===== src/rtl/fir_avg_pkg.sv =====
// Shared defaults and elaboration helpers for the power-of-two moving-average FIR.
package fir_avg_pkg;

   localparam int unsigned W_DEF    = 16;
   localparam int unsigned TAPS_DEF = 4;

   // Shift amount that turns the window sum into the average; valid for powers of two only.
   function automatic int unsigned taps_to_l(input int unsigned taps);
      return $clog2(taps);
   endfunction

   function automatic bit is_pow2(input int unsigned v);
      return (v != 32'd0) && ((v & (v - 32'd1)) == 32'd0);
   endfunction

endpackage


===== src/rtl/fir_avg_delay_line.sv =====
// Circular sample buffer: writes at the pointer and exposes the slot about to be evicted.
module fir_avg_delay_line
   import fir_avg_pkg::*;
#(
   parameter  int unsigned W    = W_DEF,
   parameter  int unsigned TAPS = TAPS_DEF,
   localparam int unsigned L    = taps_to_l(TAPS)
) (
   input  logic         clk,
   input  logic         reset_n,
   input  logic         push,
   input  logic         clear,
   input  logic [W-1:0] wr_data,
   output logic [W-1:0] oldest
);

   logic [W-1:0] mem_q [TAPS];
   logic [L-1:0] ptr_q;

   // The slot under the write pointer holds the sample leaving the window on the next push.
   assign oldest = mem_q[ptr_q];

   always_ff @(posedge clk or negedge reset_n) begin
      if (!reset_n) begin
         ptr_q <= '0;
         for (int unsigned i = 0; i < TAPS; i++) begin
            mem_q[i] <= '0;
         end
      end else if (clear) begin
         ptr_q <= '0;
         for (int unsigned i = 0; i < TAPS; i++) begin
            mem_q[i] <= '0;
         end
      end else if (push) begin
         mem_q[ptr_q] <= wr_data;
         ptr_q        <= ptr_q + L'(1);
      end
   end

endmodule


===== src/rtl/fir_avg_stream.sv =====
// Streaming moving-average filter: running window sum over the last TAPS accepted samples,
// with the average obtained by a truncating shift.
module fir_avg_stream
   import fir_avg_pkg::*;
#(
   parameter  int unsigned W    = W_DEF,
   parameter  int unsigned TAPS = TAPS_DEF,
   localparam int unsigned L    = taps_to_l(TAPS),
   localparam int unsigned SumW = W + L
) (
   input  logic            clk,
   input  logic            reset_n,
   input  logic            in_valid,
   input  logic [W-1:0]    in_data,
   input  logic            clear,
   output logic            out_valid,
   output logic [SumW-1:0] out_sum,
   output logic [W-1:0]    out_avg,
   output logic            primed
);

   if (!is_pow2(TAPS) || (TAPS < 2) || (TAPS > 64)) begin : g_bad_taps
      $error("fir_avg_stream: TAPS=%0d must be a power of two in 2..64", TAPS);
   end

   if ((W < 2) || (W > 32)) begin : g_bad_width
      $error("fir_avg_stream: W=%0d must be in 2..32", W);
   end

   localparam logic [L:0] FillMax = (L + 1)'(TAPS);

   logic            accept;
   logic [W-1:0]    oldest;
   logic [SumW-1:0] acc_q, acc_d;
   logic [L:0]      fill_q, fill_d;
   logic            primed_q, primed_d;
   logic            out_valid_q;
   logic [W-1:0]    avg_q;

   // Clear wins over a simultaneous sample, which is dropped.
   assign accept = in_valid & ~clear;

   fir_avg_delay_line #(
      .W    (W),
      .TAPS (TAPS)
   ) u_delay_line (
      .clk     (clk),
      .reset_n (reset_n),
      .push    (accept),
      .clear   (clear),
      .wr_data (in_data),
      .oldest  (oldest)
   );

   // acc always contains the evicted sample, so the subtraction never underflows.
   always_comb begin
      acc_d    = acc_q + SumW'(in_data) - SumW'(oldest);
      fill_d   = (fill_q == FillMax) ? fill_q : fill_q + (L + 1)'(1);
      primed_d = (fill_d == FillMax);
   end

   always_ff @(posedge clk or negedge reset_n) begin
      if (!reset_n) begin
         acc_q       <= '0;
         fill_q      <= '0;
         primed_q    <= 1'b0;
         out_valid_q <= 1'b0;
         avg_q       <= '0;
      end else if (clear) begin
         acc_q       <= '0;
         fill_q      <= '0;
         primed_q    <= 1'b0;
         out_valid_q <= 1'b0;
         avg_q       <= '0;
      end else if (accept) begin
         acc_q       <= acc_d;
         fill_q      <= fill_d;
         primed_q    <= primed_d;
         out_valid_q <= 1'b1;
         avg_q       <= acc_d[SumW-1:L];
      end else begin
         out_valid_q <= 1'b0;
      end
   end

   assign out_sum   = acc_q;
   assign out_avg   = avg_q;
   assign primed    = primed_q;
   assign out_valid = out_valid_q;

   a_valid_follows_accept : assert property (
      @(posedge clk) disable iff (!reset_n) accept |=> out_valid);

   a_no_valid_without_accept : assert property (
      @(posedge clk) disable iff (!reset_n) !accept |=> !out_valid);

   a_hold_through_gap : assert property (
      @(posedge clk) disable iff (!reset_n)
      (!in_valid && !clear) |=> ($stable(out_sum) && $stable(out_avg) && $stable(primed)));

   a_primed_means_full : assert property (
      @(posedge clk) disable iff (!reset_n) primed |-> (fill_q == FillMax));

endmodule


===== config.mk =====
export PLATFORM = sky130hd
export DESIGN_NAME = fir_avg_stream
export DESIGN_NICKNAME = d
export VERILOG_FILES = /design/src/rtl/fir_avg_pkg.sv /design/src/rtl/fir_avg_delay_line.sv /design/src/rtl/fir_avg_stream.sv
export SDC_FILE = /design/constraint.sdc
export NUM_CORES = 1
export LEC_CHECK = 0
export CAP_MARGIN = 25
export CORE_MARGIN = 2
export CORE_UTILIZATION = 35
export DETAILED_ROUTE_END_ITERATION = 7
export SYNTH_ARGS = -nofsm -noshare
export SYNTH_HDL_FRONTEND = slang
export SYNTH_SLANG_ARGS = --single-unit
export TNS_END_PERCENT = 5

===== constraint.sdc =====
create_clock -name clk -period 10.6 [get_ports clk]
set_input_delay 1.59 -clock clk [delete_from_list [all_inputs] [get_ports clk]]
set_output_delay 1.59 -clock clk [all_outputs]
set_load 0.02 [all_outputs]

# Word level (Yosys, flattened, before mapping)

Index checks and enable logic that the tools add are counted.

Flip-flop bits (word level): 105
Output and inout port bits: 36
Word-level logic and storage cells: 44

$add $sub $neg: 4
Order comparisons: 2
Eq/ne operators: 2
Multiplexer cells: 21
Bitwise logic cells: 3
Reduce and logical (&&, ||, !) cells: 2

Operators with widths:

| operator            | count |
|---|---|
| $mux 64             | 2 |
| $mux 16             | 5 |
| $bwmux 64           | 1 |
| $mux 18             | 2 |
| $bmux 16 s2         | 1 |
| $demux 16 s2        | 1 |
| $add 18x16->18      | 1 |
| $sub 18x16->18      | 1 |
| $mux 3              | 3 |
| $eq 3x3->1 const B  | 2 |
| $mux 1              | 4 |
| $mux 2              | 2 |
| $add 3x1->3 const B | 1 |
| $ge 3x3->1 const B  | 1 |
| $lt 3x1->1 const B  | 1 |
| $not 2->3           | 1 |
| $add 2x1->2 const B | 1 |
| $reduce_bool 2->1   | 1 |
| $and 1x1->1         | 1 |
| $logic_and 1x1->1   | 1 |
| $not 1->1           | 1 |

# Logic depth before layout (Yosys ltp)

Depth in word-level cells: 8
Depth in mapped cells: 13

# By module

From an unflattened synthesis, not the netlist that was laid out.

Cells, all modules: 635
Area, all modules: 6167.2 µm²

Modules (own cells, without submodules):

| module             | instances | cells each | area an instance (µm²) |
|---|---|---|---|
| fir_avg_delay_line | 1         | 321        | 3588.4 |
| fir_avg_stream     | 1         | 314        | 2578.7 |

# Worst setup path before layout

No wires, ideal clock.

Path kind: input to register
From: in in_data[10]
To: reg acc_q[15], in the netlist out_sum[15]
Setup time: 0.122 ns
Arrival: 3.726 ns
Data required time: 10.478 ns
Setup slack: 6.753 ns
Stages on the path: 10
Path buffers: 0
Cell sequence: inv_1 -> fa_1 -> inv_1 -> ha_1 -> a21oi_2 -> o22ai_1 -> a211oi_2 -> a21oi_1 -> or3_1 -> a32o_1

Longest elaborated chain between the ends: 4

RTL lines:

| item                 | RTL line             | source |
|---|---|---|
| start, declared      | fir_avg_stream.sv:14 | `input logic [W-1:0] in_data,` |
| $add 18x16->18       | fir_avg_stream.sv:57 | `acc_d = acc_q + SumW'(in_data) - SumW'(oldest);` |
| $sub 18x16->18       | fir_avg_stream.sv:57 |  |
| $mux 18              | fir_avg_stream.sv:75 | `end else if (accept) begin` |
| $mux 18              | fir_avg_stream.sv:69 | `end else if (clear) begin` |
| end signal, assigned | fir_avg_stream.sv:64 | `acc_q <= '0;` |
| end signal, assigned | fir_avg_stream.sv:70 | `acc_q <= '0;` |
| end signal, assigned | fir_avg_stream.sv:76 | `acc_q <= acc_d;` |
| end, declared        | fir_avg_stream.sv:34 | `logic [SumW-1:0] acc_q, acc_d;` |

Every way passes these cells. The select of a mux whose other input is x is not followed.
A chain may end at the register's enable or synchronous reset.

# Worst setup path in the final report

From: in in_data[1]
To: reg acc_q[15], in the netlist out_sum[15]

Same word-level chain as after synthesis.

==> summary.md <==
| Metric | Value |
|---|---|
| GRT Total Usage | 17.7% |
| Die Area | 16,700 um^2 |
| Transition time of the tightest slew-check pin | 1040 ps |
| Most prevalent standard cell on the critical path | sky130_fd_sc_hd__inv_1 |
| Final #Nets | 696 |
| Setup Viol. Count Final | 0 |
| Wire length of the first global-routing pass | 23.0 mm |
| Synthesized instance count | 613 |
| Number of H-tree levels | 3 |
| Share of layout cells above drive strength 1 | under 10% |
| Crit-path cells | clkdlybuf4s50_1 -> inv_1 -> fa_1 -> inv_1 -> ha_1 -> a211oi_1 -> nor3_1 -> o21bai_1 -> a21oi_1 -> or3_1 -> a32o_1 |
| Die Span Y | between 100 and 150 um |
| Average wire length per cell after detail routing | around 16 um |
| Share of the clock period used by the worst path | between 40% and 50% |
| CTS tree | built |
| Highest attainable clock frequency | between 0.2 and 0.25 GHz |
| Number of rows in the core area | 45 |
| Quantity of hold-fixing buffers added after cts | 0 |
| Post-Synthesis Net Count | 673 |
| Max Slew Vio Count | 0 |
| GRT overflow | 0 |
| Total vias in the final route | roughly 4,400 |
| Worst setup path endpoint | out_sum[15] |
| Worst slew margin relative to its limit | around 30% |
| Per-cell via count in the routed design | slightly above 5 |
| Post-DP HPWL | 9.46 mm |
| Number of resized instances in the post-cts repair step | 0 |
| RD Place Congestion | 0.824 |
| Count of maximum capacitance violations | 0 |
| Sum of negative setup slack | 0 ps |
| Total clock buffers created by CTS | 9 |
| Net switching power figure | 0.000631 W |
| Pin count of the biggest net entering global routing | 88 |
| Result of the run | finished clean |
| Startpoint type of the worst setup path | primary input |
| Clock edge transition at the registers on the reported setup and hold paths | 70 ps |
| Worst vdd ir | 0.105 mV |
| Count of buffers added by post-CTS timing repair for setup | 0 |
| Clk_skew | 7.30 ps |
| Post-synthesis cell type count | 50 |
| Total clock sinks | 89 |
| Initial DRT Pass Iterations | 5 |
| Prevailing post-synth register cell | sky130_fd_sc_hd__dfrtp_1 |
| Most common cell after layout, fill and taps aside | sky130_fd_sc_hd__nand2_1 |
| Destination of the worst register-to-register timing path | out_sum[15] |
| Mean cell area of the mapped netlist | 8.97 um^2 |
| Number of global-route vias before repair | 4,338 |
| Clock Tree Root | sky130_fd_sc_hd__clkbuf_16 |
| Sequential Power Share | ~28% |
| Register-to-register setup slack | 6700 ps |
| Area growth from synthesis to final layout | 16.5% |
| Count of flip-flops with a built-in enable after synthesis | 0 |
| Yosys warns | 0 |
| Clk Latency, worst-skew pair | between 300 and 400 ps |
| DRC Markers | 0 |
| CP Class | in2reg |
| Hold Path Origin | u_delay_line.mem_q[40] |
| Fillcell total | 1,466 |
| Relative contribution of the clock network to total power | 21.8% |
| Switching share of power | roughly 41% |
| Post-layout total power | 0.00155 W |
| Unrepaired setup endpoints after global routing | false |
| Reported leakage power | 2.83 nW |
| Count of endpoints failing hold in the final timing report | 0 |
| Total core area | 15,300 um^2 |
| CP max-delay cell | sky130_fd_sc_hd__clkdlybuf4s50_1 |
| Tightest hold margin | 523 ps |
| Max FO, Critical Path | 5 |
| Total power divided by cell area | 241 nW/um^2 |
| Total detailed-routing wirelength | 14.0 mm |
| Number of top-level design ports | 56 |
| First DRT Iteration DRCs | 478 |
| Tmin final | approximately 4400 ps |
| Deepest clock path buffer count | 2 |
| Antenna diode instance count | 0 |
| Total of buffers placed on input and output ports | 55 |
| Sequential cell area fraction in the yosys report | 40.5% |
| Depth of the most critical reg-to-reg path | 10 |
| Comb power frac | 50.7% |
| Worst flop-to-flop path startpoint | u_delay_line.ptr_q[1] |
| Worst Setup End Kind | flop |
| Worst path arrival time | roughly 4600 ps |
| Internal power consumption | 0.000914 W |
| Slowest cell delay on critical path | 550 ps |
| Most frequent cells in the layout | sky130_fd_sc_hd__nand2_1 (148), sky130_fd_sc_hd__dfrtp_1 (89), sky130_fd_sc_hd__a21oi_1 (76) |
| Routed Antenna Nets | 0 |
| Number of antenna violations at the first check in global routing | 0 |
| Initial standard-cell utilization of the core | 36.0% |
| Startpoint of the worst setup timing path | in_data[1] |
| Critical Path RT | 10,830 ps |
| Die width | about 130 um |
| Path class of the lowest-slack min-delay path | reg2reg |
| Flip-flop and latch count after synthesis | between 80 and 90 |
| Fraction of synthesis flops using an asynchronous set or reset pin | 100% |
| Syn Std Cell Area | about 5500 um^2 |
| Post-layout utilization of the core | 42.0% |
==> kinds of logic (layout without fill, tap and decap cells) <==
kind of cell,after synthesis,count (layout),synth area share (%)
AO/OA/AOI/OAI,122,122,12.9
XOR/XNOR,11,11,1.75
adder cells (fa/ha/maj),40,40,11.3
buffers and inverters,121,149,9.47
flip-flops,89,89,40.5
multiplexers,29,29,8.92
AND/OR/NAND/NOR,201,201,15.1
==> Yosys cell counts, types with 2 or more instances <==
cell                       number  area [um^2]
sky130_fd_sc_hd__and2_1         5         31.3
sky130_fd_sc_hd__nand2b_1       3         18.8
sky130_fd_sc_hd__o21ai_0        9         45.0
sky130_fd_sc_hd__nor3_1         5         25.0
sky130_fd_sc_hd__ha_1          24          300
sky130_fd_sc_hd__clkbuf_1      25         93.8
sky130_fd_sc_hd__fa_1          16          320
sky130_fd_sc_hd__a21oi_1       76          380
sky130_fd_sc_hd__o21bai_1       2         15.0
sky130_fd_sc_hd__nand2_1      148          556
sky130_fd_sc_hd__a211oi_1       5         37.5
sky130_fd_sc_hd__mux4_2        16          360
sky130_fd_sc_hd__o211ai_1       2         15.0
sky130_fd_sc_hd__or3_1          2         12.5
sky130_fd_sc_hd__nand4_1        5         31.3
sky130_fd_sc_hd__a21o_1         7         52.6
sky130_fd_sc_hd__xnor2_1       10         87.6
sky130_fd_sc_hd__nand3_1        3         15.0
sky130_fd_sc_hd__buf_2          5         25.0
sky130_fd_sc_hd__inv_1         74          278
sky130_fd_sc_hd__a31oi_1        3         18.8
sky130_fd_sc_hd__o22ai_1        4         25.0
sky130_fd_sc_hd__nor2b_1        2         12.5
sky130_fd_sc_hd__mux2i_1       13          130
sky130_fd_sc_hd__buf_4         16          120
sky130_fd_sc_hd__dfrtp_1       89         2230
sky130_fd_sc_hd__nor2_1        21         78.8
==> stage by stage <==
step | instances | worst slack (ps) | instance area [um^2]
CTS | 852 | 6260 | 6410
global placement | 836 | 5970 | 6090
floorplan | 613 | 6750 | 5500
detailed placement | 836 | 5910 | 6090
finish | 852 | 6240 | 6410
global route | 852 | 6070 | 6410
==> worst min-delay path by stage <==
stage / to / slack (ps) / depth (start not counted)
6_report: u_delay_line.mem_q[40] / 520 / 2
5_1_grt: u_delay_line.mem_q[40] / 530 / 2
4_1_cts: u_delay_line.mem_q[10] / 520 / 2
3_5_place_dp: u_delay_line.mem_q[10] / 520 / 2
3_3_place_gp: u_delay_line.mem_q[38] / 510 / 2
2_1_floorplan: u_delay_line.mem_q[16] / 500 / 2
==> power groups by stage <==
stage          clock network (W)  registers, W  logic (W)
2_1_floorplan                  0      0.000450   0.000541
3_3_place_gp                   0      0.000432   0.000765
3_5_place_dp                   0      0.000433   0.000777
4_1_cts                 0.000343      0.000428   0.000782
5_1_grt                 0.000355      0.000434   0.000871
6_report                0.000337      0.000426   0.000783
==> state kept, by name, indices dropped and copies added (netlist names) <==
name                cells
out_valid               1
primed                  1
u_delay_line.ptr_q      2
u_delay_line.mem_q     64
fill_q                  3
out_avg                 1
out_sum                17
==> critical path: cells and delay by family <==
family	cells	cell delay [ps]
buffers and inverters	3	710
AO/OA/AOI/OAI	4	990
AND/OR/NAND/NOR	2	460
adder cells (fa/ha/maj)	2	850
==> per-layer routing <==
metal	global-route usage (%)	part of all wire [%]	wire length [um]	vias to the layer above
met3	2.89	4.6	638	16
li1	-	-	-	2053
met4	5.31	1.4	202	0
met5	0	0	0	-
met1	23.7	45	6290	2202
met2	29.7	49	6860	134
==> final cells by class <==
class	count	area (um^2)	area share, %
Clock inverter	5	62.6	0.976
Inverter	74	278	4.33
Timing Repair Buffer	59	573	8.94
Sequential cell	89	2230	34.8
Multi-Input combinational cell	403	2750	42.9
Tap cell	211	264	4.12
Clock buffer	11	253	3.94
(Power assumes the default switching activity.)
